--- config.mk ---
export PLATFORM = sky130hd
export DESIGN_NAME = uart_tx
export DESIGN_NICKNAME = d
export VERILOG_FILES = /design/src/rtl/uart_pkg.sv /design/src/rtl/uart_baud_tick.sv /design/src/rtl/uart_tx.sv
export SDC_FILE = /design/constraint.sdc
export NUM_CORES = 1
export LEC_CHECK = 0
export BUFFER_PORTS_ARGS = -buffer_cell sky130_fd_sc_hd__buf_2
export CAP_MARGIN = 40
export CORE_UTILIZATION = 30
export CTS_CLUSTER_DIAMETER = 100
export DETAILED_ROUTE_END_ITERATION = 10
export PLACE_DENSITY = 0.46
export SYNTH_ARGS = -nofsm -noshare
export SYNTH_HDL_FRONTEND = slang
export SYNTH_SLANG_ARGS = --single-unit
export TNS_END_PERCENT = 30
--- constraint.sdc ---
create_clock -name clk -period 3.1 [get_ports clk]
set_clock_uncertainty 0.2 [all_clocks]
set_input_delay 0.62 -clock clk [delete_from_list [all_inputs] [get_ports clk]]
set_output_delay 0.62 -clock clk [all_outputs]
set_load 0.05 [all_outputs]
--- src/rtl/uart_pkg.sv ---
// Shared types and helpers for the UART transmitter and receiver.
// Optional parity is selected in uart_tx with UART_TX_PARITY_EN.
package uart_pkg;

  localparam int UART_FRAME_DATA_BITS = 8;
  localparam int UART_CNT_W           = 16;

  typedef enum logic [2:0] {
    IDLE,
    START,
    DATA,
    PARITY,
    STOP
  } tx_state_t;

  function automatic logic [UART_CNT_W-1:0] baud_divisor(input int unsigned clk_hz,
                                                         input int unsigned baud);
    return UART_CNT_W'(clk_hz / baud);
  endfunction

endpackage

--- src/rtl/uart_baud_tick.sv ---
// Loadable baud down-counter: tick on terminal count, auto-reload, held at 0 while disabled.
// Shared between uart_tx and uart_rx.
module uart_baud_tick
  import uart_pkg::*;
#(
  parameter logic [UART_CNT_W-1:0] RELOAD = 16'd9
) (
  input  logic clk,
  input  logic nrst,
  input  logic en,
  input  logic load,
  output logic tick
);

  logic [UART_CNT_W-1:0] cnt;

  always_ff @(posedge clk) begin
    if (!nrst) begin
      cnt <= '0;
    end else if (load) begin
      cnt <= RELOAD;
    end else if (!en) begin
      cnt <= '0;
    end else if (cnt == '0) begin
      cnt <= RELOAD;
    end else begin
      cnt <= cnt - 1'b1;
    end
  end

  assign tick = en && (cnt == '0);

endmodule

--- src/rtl/uart_tx.sv ---
// 8N1 UART transmitter, LSB first, idle-high line, registered txd/tx_busy/tx_done.
// Define UART_TX_PARITY_EN to insert an even-parity bit after d[7] (11-bit frame).
//
// state  | meaning
// IDLE   | line high, waiting for tx_start
// START  | driving the start bit (0)
// DATA   | driving d[0..7], one per baud period
// PARITY | driving the even-parity bit (parity build only)
// STOP   | driving the stop bit (1); tx_done fires at its end
module uart_tx
  import uart_pkg::*;
#(
  parameter int unsigned CLK_HZ       = 200000000,
  parameter int unsigned BAUD         = 9600,
  parameter int unsigned BAUD_DIVISOR = 32'(baud_divisor(CLK_HZ, BAUD))
) (
  input  logic                            clk,
  input  logic                            nrst,
  input  logic [UART_FRAME_DATA_BITS-1:0] tx_data,
  input  logic                            tx_start,
  output logic                            tx_busy,
  output logic                            tx_done,
  output logic                            txd
);

  localparam logic [UART_CNT_W-1:0] RELOAD   = UART_CNT_W'(BAUD_DIVISOR - 1);
  localparam logic [2:0]            LAST_BIT = 3'(UART_FRAME_DATA_BITS - 1);

  tx_state_t                       state;
  logic [UART_FRAME_DATA_BITS-1:0] shift_reg;
  logic [2:0]                      bit_cnt;
  logic                            baud_tick;
  logic                            accept;
`ifdef UART_TX_PARITY_EN
  logic                            par_bit;
`endif

  assign accept = (state == IDLE) && tx_start;

  uart_baud_tick #(
    .RELOAD(RELOAD)
  ) u_baud (
    .clk (clk),
    .nrst(nrst),
    .en  (state != IDLE),
    .load(accept),
    .tick(baud_tick)
  );

  always_ff @(posedge clk) begin
    if (!nrst) begin
      state     <= IDLE;
      shift_reg <= '0;
      bit_cnt   <= '0;
      txd       <= 1'b1;
      tx_busy   <= 1'b0;
      tx_done   <= 1'b0;
`ifdef UART_TX_PARITY_EN
      par_bit   <= 1'b0;
`endif
    end else begin
      tx_done <= 1'b0;
      case (state)
        IDLE: begin
          if (tx_start) begin
            shift_reg <= tx_data;
            bit_cnt   <= '0;
            txd       <= 1'b0;
            tx_busy   <= 1'b1;
            state     <= START;
`ifdef UART_TX_PARITY_EN
            par_bit   <= ^tx_data;
`endif
          end else begin
            txd     <= 1'b1;
            tx_busy <= 1'b0;
          end
        end
        START: begin
          if (baud_tick) begin
            txd       <= shift_reg[0];
            shift_reg <= shift_reg >> 1;
            state     <= DATA;
          end
        end
        DATA: begin
          if (baud_tick) begin
            if (bit_cnt == LAST_BIT) begin
`ifdef UART_TX_PARITY_EN
              txd   <= par_bit;
              state <= PARITY;
`else
              txd   <= 1'b1;
              state <= STOP;
`endif
            end else begin
              txd       <= shift_reg[0];
              shift_reg <= shift_reg >> 1;
              bit_cnt   <= bit_cnt + 3'd1;
            end
          end
        end
`ifdef UART_TX_PARITY_EN
        PARITY: begin
          if (baud_tick) begin
            txd   <= 1'b1;
            state <= STOP;
          end
        end
`endif
        STOP: begin
          if (baud_tick) begin
            state   <= IDLE;
            tx_done <= 1'b1;
            tx_busy <= 1'b0;
          end
        end
        default: begin
          state   <= IDLE;
          txd     <= 1'b1;
          tx_busy <= 1'b0;
        end
      endcase
    end
  end

endmodule

==> results.md, run 1 <==
* H-tree Lvls at 2
* Combined buffer and inverter count along the critical path at 0
* # rows at 26
* Yosys reg bits at 33
* Die outline area at 0.00557 mm2
* Critical-path cell list: or4_1 -> nor4_4 -> a31oi_2 -> a31o_1 -> o2bb2ai_1
* Post-CTS Setup Repair Bufs at 0
* Root buf cell: clkbuf_8
* Final period util at roughly four fifths
* Setup TNS at 0 ns
* Post-Syn Nets at 191
* DR iter-0 viols at about 120
* Cells after DPL at 252
* IO Pins at 14
* # setup viols final at 0
* GRT Overall Usage at 13.8%
* Count leader, synth: dfxtp_1
* Top FF cell, synth: dfxtp_1
* CP max stage delay at 0.67 ns
* Crit path launch type: register
* Least-Margin Pin Slew at about 0.83 ns
* Max FFs per register at 16
* Nets at 204
* R2R setup slack at 0.56 ns
* CP arrival at between 2 and 3 ns
* CTS Hold Bufs at 0
* Drt via density at 4.93
* Mapped Cells at 176
* CTS tree: built
* Synth area leader: dfxtp_1
* Relative slew slack at 43.7%
* Share of the synthesized area in the top cell type at 41.7%
* Final worst path period need at between 2 and 3 ns
* Worst hold slack at 0.266 ns
* Avg Inst Size Synth at about 9.0 um2
* Initial antenna violation count at 0
* Post-cts sizing count at 0
* GRT overflow at 0
* Worst Path Required at approximately 3 ns
* Synthesized area at 0.00158 mm2
* Die height at 74.6 um
* Max VDD drop at 0.410 mV
* Core ar. at 0.00511 mm2
* Status: complete, no violations
* Vias in the first global route at 1,233
* GPL Wtd Cong at 0.796
* Final HPWL DP at 2.46 mm
* # diodes at 0
* Final hold vios at 0
* EDFF count, synth at 0
* DR pass1 iterations at 4
* CTS Buffer Depth at 2
* Via count at 1,282
* Crit-path slowest cell: or4_1
* Routed Antenna Nets at 0
* Num CTS Buffers at 5
* Routed length per instance at 12.9 um
* Fin cells at 260
* RSZ-0062 raised after global routing: false
* Min-Delay Path Class: register to register
* Die Width at 74.6 um
* Share of cells above drive strength 1 at 13.2%
* Critical Path End Type: register
* Worst-path fanout max at 9
* Clock transition at the registers of the reported paths at 0.07 ns
* Crit Path Class: register to register
* DRT Wirelength at between 3 and 4 mm
* Clk_lat worst skew at a little under 0.3 ns
* Post-synth ARST share at 0%
* Commonest cells post-synth: 33 x dfxtp_1, 24 x nor2_1, 13 x nand2_1
* Pins Over Slew Limit at 0
* Drt drc at 0
* Synth area leaders: dfxtp_1 42%, nor2_1 5.7%, xnor2_1 5.0%
* Fmax at between 300 and 400 MHz
* Port bufs at 13
* Seq/Total Area, Yosys at 41.7%
* Leakage at 0.684 nW
* Num Clock Sinks at 33
* Area growth syn-to-layout at 14.7%
* Initial Utilization at 31.0%
* Synth warnings at 0
* Netlist cell types at 44
* Cell Pwr Density at slightly above 1000 mW/mm2
* Pin count of the biggest net entering global routing at 16
* Final Util at 35.5%
* Max-cap violation count at 0
* First-pass GRT wire length at 5.64 mm
* Cell family with most CP delay: simple AND/OR/NAND/NOR gates
logic make-up after synthesis:
| family | after synthesis | share of synthesized area [%] |
|---|---|---|
| simple gates | 70 | 23.4 |
| compound gates | 34 | 15.3 |
| mux | 7 | 4.43 |
| flops | 33 | 41.7 |
| xor+xnor | 15 | 8.30 |
| fa+ha+maj | 4 | 3.16 |
| buf+inv | 13 | 3.72 |
area by class of cell:
type	instances	area (um2)
Timing Repair Buffer	13	65.1
Fill cell	549	3290
Tap cell	70	87.6
Sequential cell	33	661
Inverter	6	22.5
Clock buffer	7	86.3
Multi-Input combinational cell	130	863
Clock inverter	1	30.0
routing by layer:
metal  global-route usage, %  part of all wire [%]  up-vias
met4                    5.66                   1.1        0
met2                    21.6                    47       16
met5                       0                     0        -
li1                        -                     -      651
met3                    5.62                   4.1        5
met1                    16.7                    48      610
worst paths after layout:
kind | from | end | cells past startpoint
worst min register to register | shift_reg[4] | shift_reg[4] | 1
worst max-delay path | u_baud.cnt[8] | shift_reg[3] | 5
worst max register to register | u_baud.cnt[8] | shift_reg[3] | 5
worst min-delay path | shift_reg[4] | shift_reg[4] | 1
power by group:
part	internal, mW	switching, mW	total, mW
Combinational	0.345	0.464	0.808
Sequential	0.533	0.116	0.649
Clock	0.262	0.158	0.420
Total	1.14	0.738	1.88
through the flow:
step	power, mW	cell area [um2]	setup slack (ns)
finish	1.88	1820	0.563
global route	2.03	1820	0.364
CTS	1.90	1820	0.557
detailed placement	1.46	1700	0.572
global placement	1.45	1700	0.631
floorplan	1.32	1580	0.796
layout by cell type, fill, tap and decap left out, drive strengths merged, types with 2 or more instances in the layout:
master,count
inv,6
ha,4
nand2b,3
o31ai,2
nand4,2
mux2i,7
buf,13
clkbuf,7
nand3,4
dfxtp,33
o2bb2ai,8
o21ai,3
a31oi,2
xor2,6
o22ai,3
nor2,24
xnor2,9
nor4,3
nor3,8
or4,4
a21oi,9
nand2,13
No activity file was read; power rests on OpenSTA's default activity.
==> run 2: changes to the inputs <==
==> constraint.sdc (replaced) <==
create_clock -name clk -period 2.5 [get_ports clk]
set_clock_uncertainty 0.2 [all_clocks]
set_input_delay 0.5 -clock clk [delete_from_list [all_inputs] [get_ports clk]]
set_output_delay 0.5 -clock clk [all_outputs]
set_load 0.05 [all_outputs]
==> run 2 against run 1 <==
Against the previous run: cell count rose by 1.9%; total power increased by 25%; clock-buffer cell count is 2 lower; highest routed layer unchanged; worst setup slack got worse by 0.44 ns; first-iteration DRC count shrank 31%.
==> results.md, run 2 (synthesis gave the netlist of run 1 again) <==
* RSZ-0062 raised after global routing: false
* Num Clock Sinks at 33 (unchanged)
* Switch share at 39.1% (-0.15 points)
* Post-cts sizing count at 0 (unchanged)
* Share of cells above drive strength 1 at 15.9% (+2.7 points)
* Commonest non-fill, non-tap cell in the layout: dfxtp_1
* # setup viols final at 0 (unchanged)
* Hold Path Depth at 1 (unchanged)
* Worst hold slack at 0.272 ns (+0.00590 ns)
* Crit Path Class: register to register
* Crit path launch type: register
* Worst Path Required at 2.47 ns (-0.61 ns)
* Min-Delay Path Class: register to register
* First-pass GRT wire length at 5.42 mm (-3.9%)
* Die Width at 74.6 um (unchanged)
* Most frequent cells in the layout: 33 x dfxtp_1, 24 x nor2_1, 13 x nand2_1, 13 x buf_2
* Combined buffer and inverter count along the critical path at 0 (unchanged)
* Root buf cell: clkbuf_8
* Final hold vios at 0 (unchanged)
* Cell Pwr Density at 1270 mW/mm2 (+23%)
* Worst R2R Path Depth at 5 (unchanged)
* Relative slew slack at 66.8% (+23 points)
* IO Pins at 14 (unchanged)
* GPL Wtd Cong at 0.823 (+3.4%)
* Nets at 209 (+2.5%)
* # rows at 26 (unchanged)
* CTS Hold Bufs at 0 (unchanged)
* Routed length per instance at 12.2 um (-5.1%)
* Logic gate share of total power at 44.4% (+1.4 points)
* Final period util at 94.9% (+13 points)
* Setup ws final at 0.126 ns (-0.437 ns)
* Reg area at 661 um2 (unchanged)
* Post-CTS Setup Repair Bufs at 0 (unchanged)
* Leakage at 0.705 nW (+3.1%)
* Fmax at 421 MHz (+6.9%)
* Vias in the first global route at 1,207 (-2.1%)
* # diodes at 0 (unchanged)
* Final worst path period need at 2.37 ns (-0.163 ns)
* Least-Margin Pin Slew at 0.497 ns (-0.337 ns)
* Num CTS Buffers at 5 (unchanged)
* Drt via density at 4.83 (-2.0%)
* CTS tree: built
* Initial Utilization at 31.0% (unchanged)
* Pins Over Slew Limit at 0 (unchanged)
* Port bufs at 13 (unchanged)
* Crit-path slowest cell: or4_1
* Met3 routed WL at 124 um (-8.8%)
* Critical-path cell list: or4_1 -> nor4_2 -> nand3_1 -> a31o_1 -> o2bb2ai_1
* Max-cap violation count at 0 (unchanged)
* Die height at 74.6 um (unchanged)
* Int Pwr at 1.43 mW (+26%)
* Max VDD drop at 0.559 mV (+36%)
* Routed Antenna Nets at 0 (unchanged)
* GRT overflow at 0 (unchanged)
* WL met1 at 1.53 mm (-4.7%)
* Crit path depth at 5 (unchanged)
* Max FFs per register at 16 (unchanged)
* Critical Path End Type: register
* Die outline area at 0.00557 mm2 (unchanged)
* Drt drc at 0 (unchanged)
* H-tree Lvls at 2 (unchanged)
* Clk_lat worst skew at 0.29 ns (about the same)
* Status: complete, no violations
* Met2 routed WL at 1.55 mm (-1.3%)
* DR iter-0 viols at 80 (-31%)
* Cell family with most CP delay: simple AND/OR/NAND/NOR gates
* P_sw at 0.921 mW (+25%)
* CP arrival at 2.34 ns (-0.17 ns)
* Area growth syn-to-layout at 17.0%
* CP max stage delay at 0.66 ns (about the same)
* CTS Buffer Depth at 2 (unchanged)
* Worst-path fanout max at 8 (-1)
* Max layer used: met4
* Pin count of the biggest net entering global routing at 16 (unchanged)
* # fillers at 537 (-2.2%)
* DR pass1 iterations at 4 (unchanged)
* Via count at 1,281 (-0.078%)
* Initial antenna violation count at 0 (unchanged)
* Clock Power Share at 21.5% (-0.9 points)
* GRT Overall Usage at 13.1% (-0.69 points)
* Area of the multi-input gates at 863 um2 (unchanged)
* Placement Setup Slack at 0.0955 ns (-0.477 ns)
* Final HPWL DP at 2.40 mm (-2.2%)
* Clock transition at the registers of the reported paths at 0.07 ns (about the same)
* Share of power burned in registers at 34.1% (-0.5 points)
* Core ar. at 0.00511 mm2 (unchanged)
* Setup TNS at 0 ns (unchanged)
* DRT Wirelength at 3.24 mm (-3.3%)
-- run 2: cell count changes in the layout (fill, tap and decap cells not counted), sizes merged --
cell	before	now
clkbuf	7	5
clkinvlp	0	1
buf	13	18
clkinv	0	1
-- run 2: final timing paths --
check / to / from / slack [ns]
worst max-delay path: shift_reg[5] / u_baud.cnt[8] / 0.13
worst min-delay path: u_baud.cnt[0] / u_baud.cnt[0] / 0.27
worst max register to register: shift_reg[5] / u_baud.cnt[8] / 0.13
worst min register to register: u_baud.cnt[0] / u_baud.cnt[0] / 0.27
-- run 2: final cells by class --
cell class / instances / area share (%)
repair buffers: 18 / 5.54
flip-flops and latches: 33 / 35.7
well taps: 70 / 4.73
clock buffers: 5 / 3.72
clock inverters: 3 / 2.50
multi-input cells: 130 / 46.6
inverters: 6 / 1.22
-- run 2: layer usage --
metal  up-vias  GRT usage [%]
li1        662              -
met1       587           15.4
met2        27           21.3
met3         5           4.82
met4         0           5.66
met5         -              0
-- run 2: power groups by stage --
stage | Combinational (mW) | Sequential [mW] | Clock [mW]
after global placement | 1.04 | 0.810 | 0
after CTS | 1.06 | 0.804 | 0.528
after global routing | 1.17 | 0.824 | 0.551
final | 1.04 | 0.803 | 0.506
after detailed placement | 1.06 | 0.814 | 0
after floorplan | 0.843 | 0.798 | 0
-- run 2: per-stage QoR --
stage               cell area, um2  util (%)  instances  power (mW)
floorplan                     1580         -        176        1.64
global placement              1740      34.0        257        1.85
detailed placement            1740      34.0        257        1.87
CTS                           1850      36.3        265        2.39
global route                  1850      36.3        265        2.54
finish                        1850      36.3        265        2.35
